$ cat src/rtl/alu_seq_mult.sv
`default_nettype none
// +-----------------------------------------------------------------------+
// | alu_seq_mult: multi-cycle radix-2 Booth signed multiplier, valid/ready |
// | Rev 1.0                                                               |
// +-----------------------------------------------------------------------+
module alu_seq_mult #(
  parameter int N = 8
) (
  input  logic         clk,
  input  logic         nReset,
  input  logic         in_valid,
  output logic         in_ready,
  input  logic [N-1:0] a,
  input  logic [N-1:0] b,
  input  logic         frac,
  output logic         out_valid,
  input  logic         out_ready,
  output logic [N-1:0] result,
  output logic         ovf
);

  localparam int                c_cnt_w     = (N > 2) ? $clog2(N) : 1;
  localparam logic [c_cnt_w-1:0] c_last_step = c_cnt_w'(N - 1);

  typedef enum logic [1:0] {
    S_IDLE = 2'd0,
    S_BUSY = 2'd1,
    S_DONE = 2'd2
  } state_t;

  state_t               r_state;
  logic [N-1:0]         r_a;
  logic                 r_frac;
  logic [N:0]           r_hi;
  logic [N-1:0]         r_lo;
  logic                 r_qm1;
  logic [c_cnt_w-1:0]   r_cnt;
  logic [N-1:0]         r_result;
  logic                 r_ovf;

  logic [N:0]           w_a_ext;
  logic [N:0]           w_sum;
  logic [2*N-1:0]       w_prod;
  logic [N-1:0]         w_res_nxt;
  logic                 w_ovf_nxt;

  // Upper accumulator half is one bit wider so subtracting the most negative a cannot overflow.
  assign w_a_ext = {r_a[N-1], r_a};

  always_comb begin
    w_sum = r_hi;
    case ({r_qm1, r_lo[0]})
      2'b10:   w_sum = r_hi + w_a_ext;
      2'b01:   w_sum = r_hi - w_a_ext;
      default: w_sum = r_hi;
    endcase
  end

  // Product as it will stand after this step's arithmetic shift.
  assign w_prod = {w_sum, r_lo[N-1:1]};

  always_comb begin
    if (r_frac) begin
      w_res_nxt = w_prod[2*N-2:N-1];
      w_ovf_nxt = w_prod[2*N-1] ^ w_prod[2*N-2];
    end else begin
      w_res_nxt = w_prod[N-1:0];
      w_ovf_nxt = !((&w_prod[2*N-1:N-1]) || !(|w_prod[2*N-1:N-1]));
    end
  end

  always_ff @(posedge clk or negedge nReset) begin
    if (!nReset) begin
      r_state  <= S_IDLE;
      r_a      <= '0;
      r_frac   <= 1'b0;
      r_hi     <= '0;
      r_lo     <= '0;
      r_qm1    <= 1'b0;
      r_cnt    <= '0;
      r_result <= '0;
      r_ovf    <= 1'b0;
    end else begin
      case (r_state)
        S_IDLE: begin
          if (in_valid) begin
            r_a     <= a;
            r_frac  <= frac;
            r_hi    <= '0;
            r_lo    <= b;
            r_qm1   <= 1'b0;
            r_cnt   <= '0;
            r_state <= S_BUSY;
          end
        end
        S_BUSY: begin
          r_hi  <= {w_sum[N], w_sum[N:1]};
          r_lo  <= {w_sum[0], r_lo[N-1:1]};
          r_qm1 <= r_lo[0];
          r_cnt <= r_cnt + c_cnt_w'(1);
          if (r_cnt == c_last_step) begin
            r_result <= w_res_nxt;
            r_ovf    <= w_ovf_nxt;
            r_state  <= S_DONE;
          end
        end
        S_DONE: begin
          if (out_ready) begin
            r_state <= S_IDLE;
          end
        end
        default: r_state <= S_IDLE;
      endcase
    end
  end

  assign in_ready  = (r_state == S_IDLE) && nReset;
  assign out_valid = (r_state == S_DONE);
  assign result    = r_result;
  assign ovf       = r_ovf;

endmodule
`default_nettype wire

$ cat config.mk
export PLATFORM = sky130hd
export DESIGN_NAME = alu_seq_mult
export DESIGN_NICKNAME = d
export VERILOG_FILES = /design/src/rtl/alu_seq_mult.sv
export SDC_FILE = /design/constraint.sdc
export NUM_CORES = 1
export LEC_CHECK = 0
export CORE_UTILIZATION = 59
export DETAILED_ROUTE_END_ITERATION = 7
export PLACE_DENSITY = 0.85
export SLEW_MARGIN = 0
export SYNTH_ARGS = -nofsm -noshare
export SYNTH_HDL_FRONTEND = slang
export SYNTH_SLANG_ARGS = --single-unit
$ cat constraint.sdc
create_clock -name clk -period 7.45 [get_ports clk]
set_clock_uncertainty 0.2 [all_clocks]
set_input_delay 1.8625 -clock clk [delete_from_list [all_inputs] [get_ports clk]]
set_output_delay 1.8625 -clock clk [all_outputs]
set_load 0.02 [all_outputs]
==> flow_summary.toml <==
[min_path]
min_path_cells = 1
hp-start = "result[3]"
holdCritPathClass = "flop to flop"
holdPathEnd = "result[3]"

[place]
finalWeightedCongestion = 0.8348
hpwl_um = 3833
port_buffers = 31

[critical_path]
critical_path_arrival_ns = 3.18
r2r_cells = 13
cp-start-kind = "input pin"
rr_endpoint = "ovf"
required_ns = 5.39
reg2reg_slack_ns = 3.68
crit_slowest_cell = "clkdlybuf4s50_1"
critical_path_class = "input pin to primary output"
cp_cell_sequence = "buf_2 > buf_4 > and2_1 > clkdlybuf4s50_1"
slowest_delay_ns = 0.60
r2r_start = "r_a[0]"
startpoint = "nReset"
cp_num_buf_inv = 3
crit_fanout = 41
critPathTopFamily = "buffers and inverters"
end_kind = "primary output"

[sta]
setup_tns_ns = 0
slew-limit-headroom = 0.2357
drv_slew = 0
max_freq_mhz = 190.9
grt_setup_unrepaired = "no"
hold_viol = 0
setup_viol = 0
finalWorstPathRequiredPeriod_ns = 5.240
worstMarginPinSlew_ns = 1.146
timing.final.crit_share = 0.7033

[global_route]
antenna_found_initial = 0
grt_max_degree = 42
grt_util_all_layers = 0.2799
grt_first_pass_wirelength_um = 9170
grt_pass1_vias = 2028
overflow = 0

[synthesis]
ys_types = 46
syn_inst = 280
synth.most_common_cell = "nand2_1"
synth_async_sr_flop_share = 1.000
syn_area_per_cell_sq_um = 8.673
synth_nets = 314
synth_top_area_share = 0.4122
synth_seq_cells = 40
ys_warn_count = 0
synth.area.top_cells = "dfrtp_1 (41%), nand2_1 (7.9%), ha_1 (6.2%)"
ys_seq_area_frac = 0.4122
synthFlopType = "dfrtp_1"
synth_edf_count = 0
syn_area_sq_mm = 0.002429
yosysTopAreaCell = "dfrtp_1"
synthTopCellsByCount = "nand2_1 (51), dfrtp_1 (40), nor2_1 (27)"

[floorplan]
core_sq_mm = 0.003799
chipWidth_um = 66.16
die_y_um = 66.16
initial_core_util = 0.6393
rows = 22
die-area_sq_mm = 0.004376
io_pins = 32

[clock_tree]
postCtsResizedCells = 0
clk_pin_slew_ns = 0.08
cts_tree = "done"
cts_setup_buffers = 0
clkLatencyLatePin_ns = 0.29
ctsHtreeMaxLevel = 2
clockRootBuffer = "clkbuf_8"
clk_path_buf_depth = 2
cts.sinks = 40
ctsHoldBuffers = 0
cts_buffers = 5

[finish]
syn2layout_area_growth_pct = 16.64
num-nets-final = 339
drive_gt1_frac = 0.07190
antenna_cells = 0
num-fill-cells = 275

[detailed_routing]
vias = 2090
drc = 0
wl_um = 5447
vias_per_cell = 5.904
postRouteAntennaNets = 0
wl_per_cell_um = 15.39
drtIter0Drc = 129
firstDrtPassIters = 4

[status]
status = "completed"

[flow_run]
cap_viol_max_count = 0
## state kept, by name (all words and copies together) (netlist names)
name,flops
r_a,8
r_hi,8
r_lo,8
result,8
r_cnt,3
r_state,2
ovf,1
r_frac,1
r_qm1,1
## layout by cell type (no fill, tap or decap), types with 4 or more instances in the layout
master / instances
nand2_1: 51
dfrtp_1: 40
clkdlybuf4s50_1: 30
nor2_1: 27
o21ai_0: 23
ha_1: 12
a21oi_1: 10
nand3_1: 10
a31oi_1: 10
inv_1: 8
xnor2_1: 8
a21o_1: 6
clkbuf_8: 6
a211oi_1: 5
nor3_1: 4
mux2i_1: 4
## through the flow
| step | setup WS (ns) | instances | hold WS, ns | instance area, sq um | utilization |
|---|---|---|---|---|---|
| finish | 2.210 | 354 | 0.2766 | 2833 | 0.7457 |
| global route | 2.065 | 354 | 0.2940 | 2833 | 0.7457 |
| CTS | 2.175 | 354 | 0.2827 | 2833 | 0.7457 |
| detailed placement | 2.178 | 346 | 0.2650 | 2739 | 0.7210 |
| global placement | 2.192 | 346 | 0.2606 | 2739 | 0.7210 |
| floorplan | 3.315 | 280 | 0.2674 | 2429 | - |
## cell type report
cell class,count,area [sq um],area share
repair buffers,32,312.8,0.1104
clock inverters,1,7.507,0.002650
multi-input cells,217,1318,0.4651
flip-flops and latches,40,1001,0.3534
inverters,9,47.55,0.01678
clock buffers,7,86.33,0.03048
well taps,48,60.06,0.02120
## metal layers
metal  GRT usage  routed length [um]  vias up
met3     0.05345                 263       11
met1      0.3594                2433      994
met5           0                   0        -
met4     0.09574                  74        0
met2      0.4694                2675       58
li1            -                   -     1027
## logic make-up (layout without fill, tap and decap cells)
| group | Yosys count | count (layout) | share of synthesized area |
|---|---|---|---|
| xor+xnor | 10 | 10 | 0.03607 |
| compound gates | 68 | 68 | 0.1793 |
| simple gates | 121 | 121 | 0.2360 |
| flops | 40 | 40 | 0.4122 |
| mux | 5 | 5 | 0.02112 |
| buf+inv | 23 | 49 | 0.04534 |
| fa+ha+maj | 13 | 13 | 0.07007 |
## worst max path at each step
stage	end	slack, ns	cells past startpoint
2_1_floorplan	in_ready	3.31	1
3_3_place_gp	in_ready	2.19	4
3_5_place_dp	in_ready	2.18	4
4_1_cts	in_ready	2.18	4
5_1_grt	in_ready	2.07	4
6_report	in_ready	2.21	4
Power is left out: the tool's default activity adds up to more than one toggle a clock period on the data nets, which glitch-free logic cannot reach.
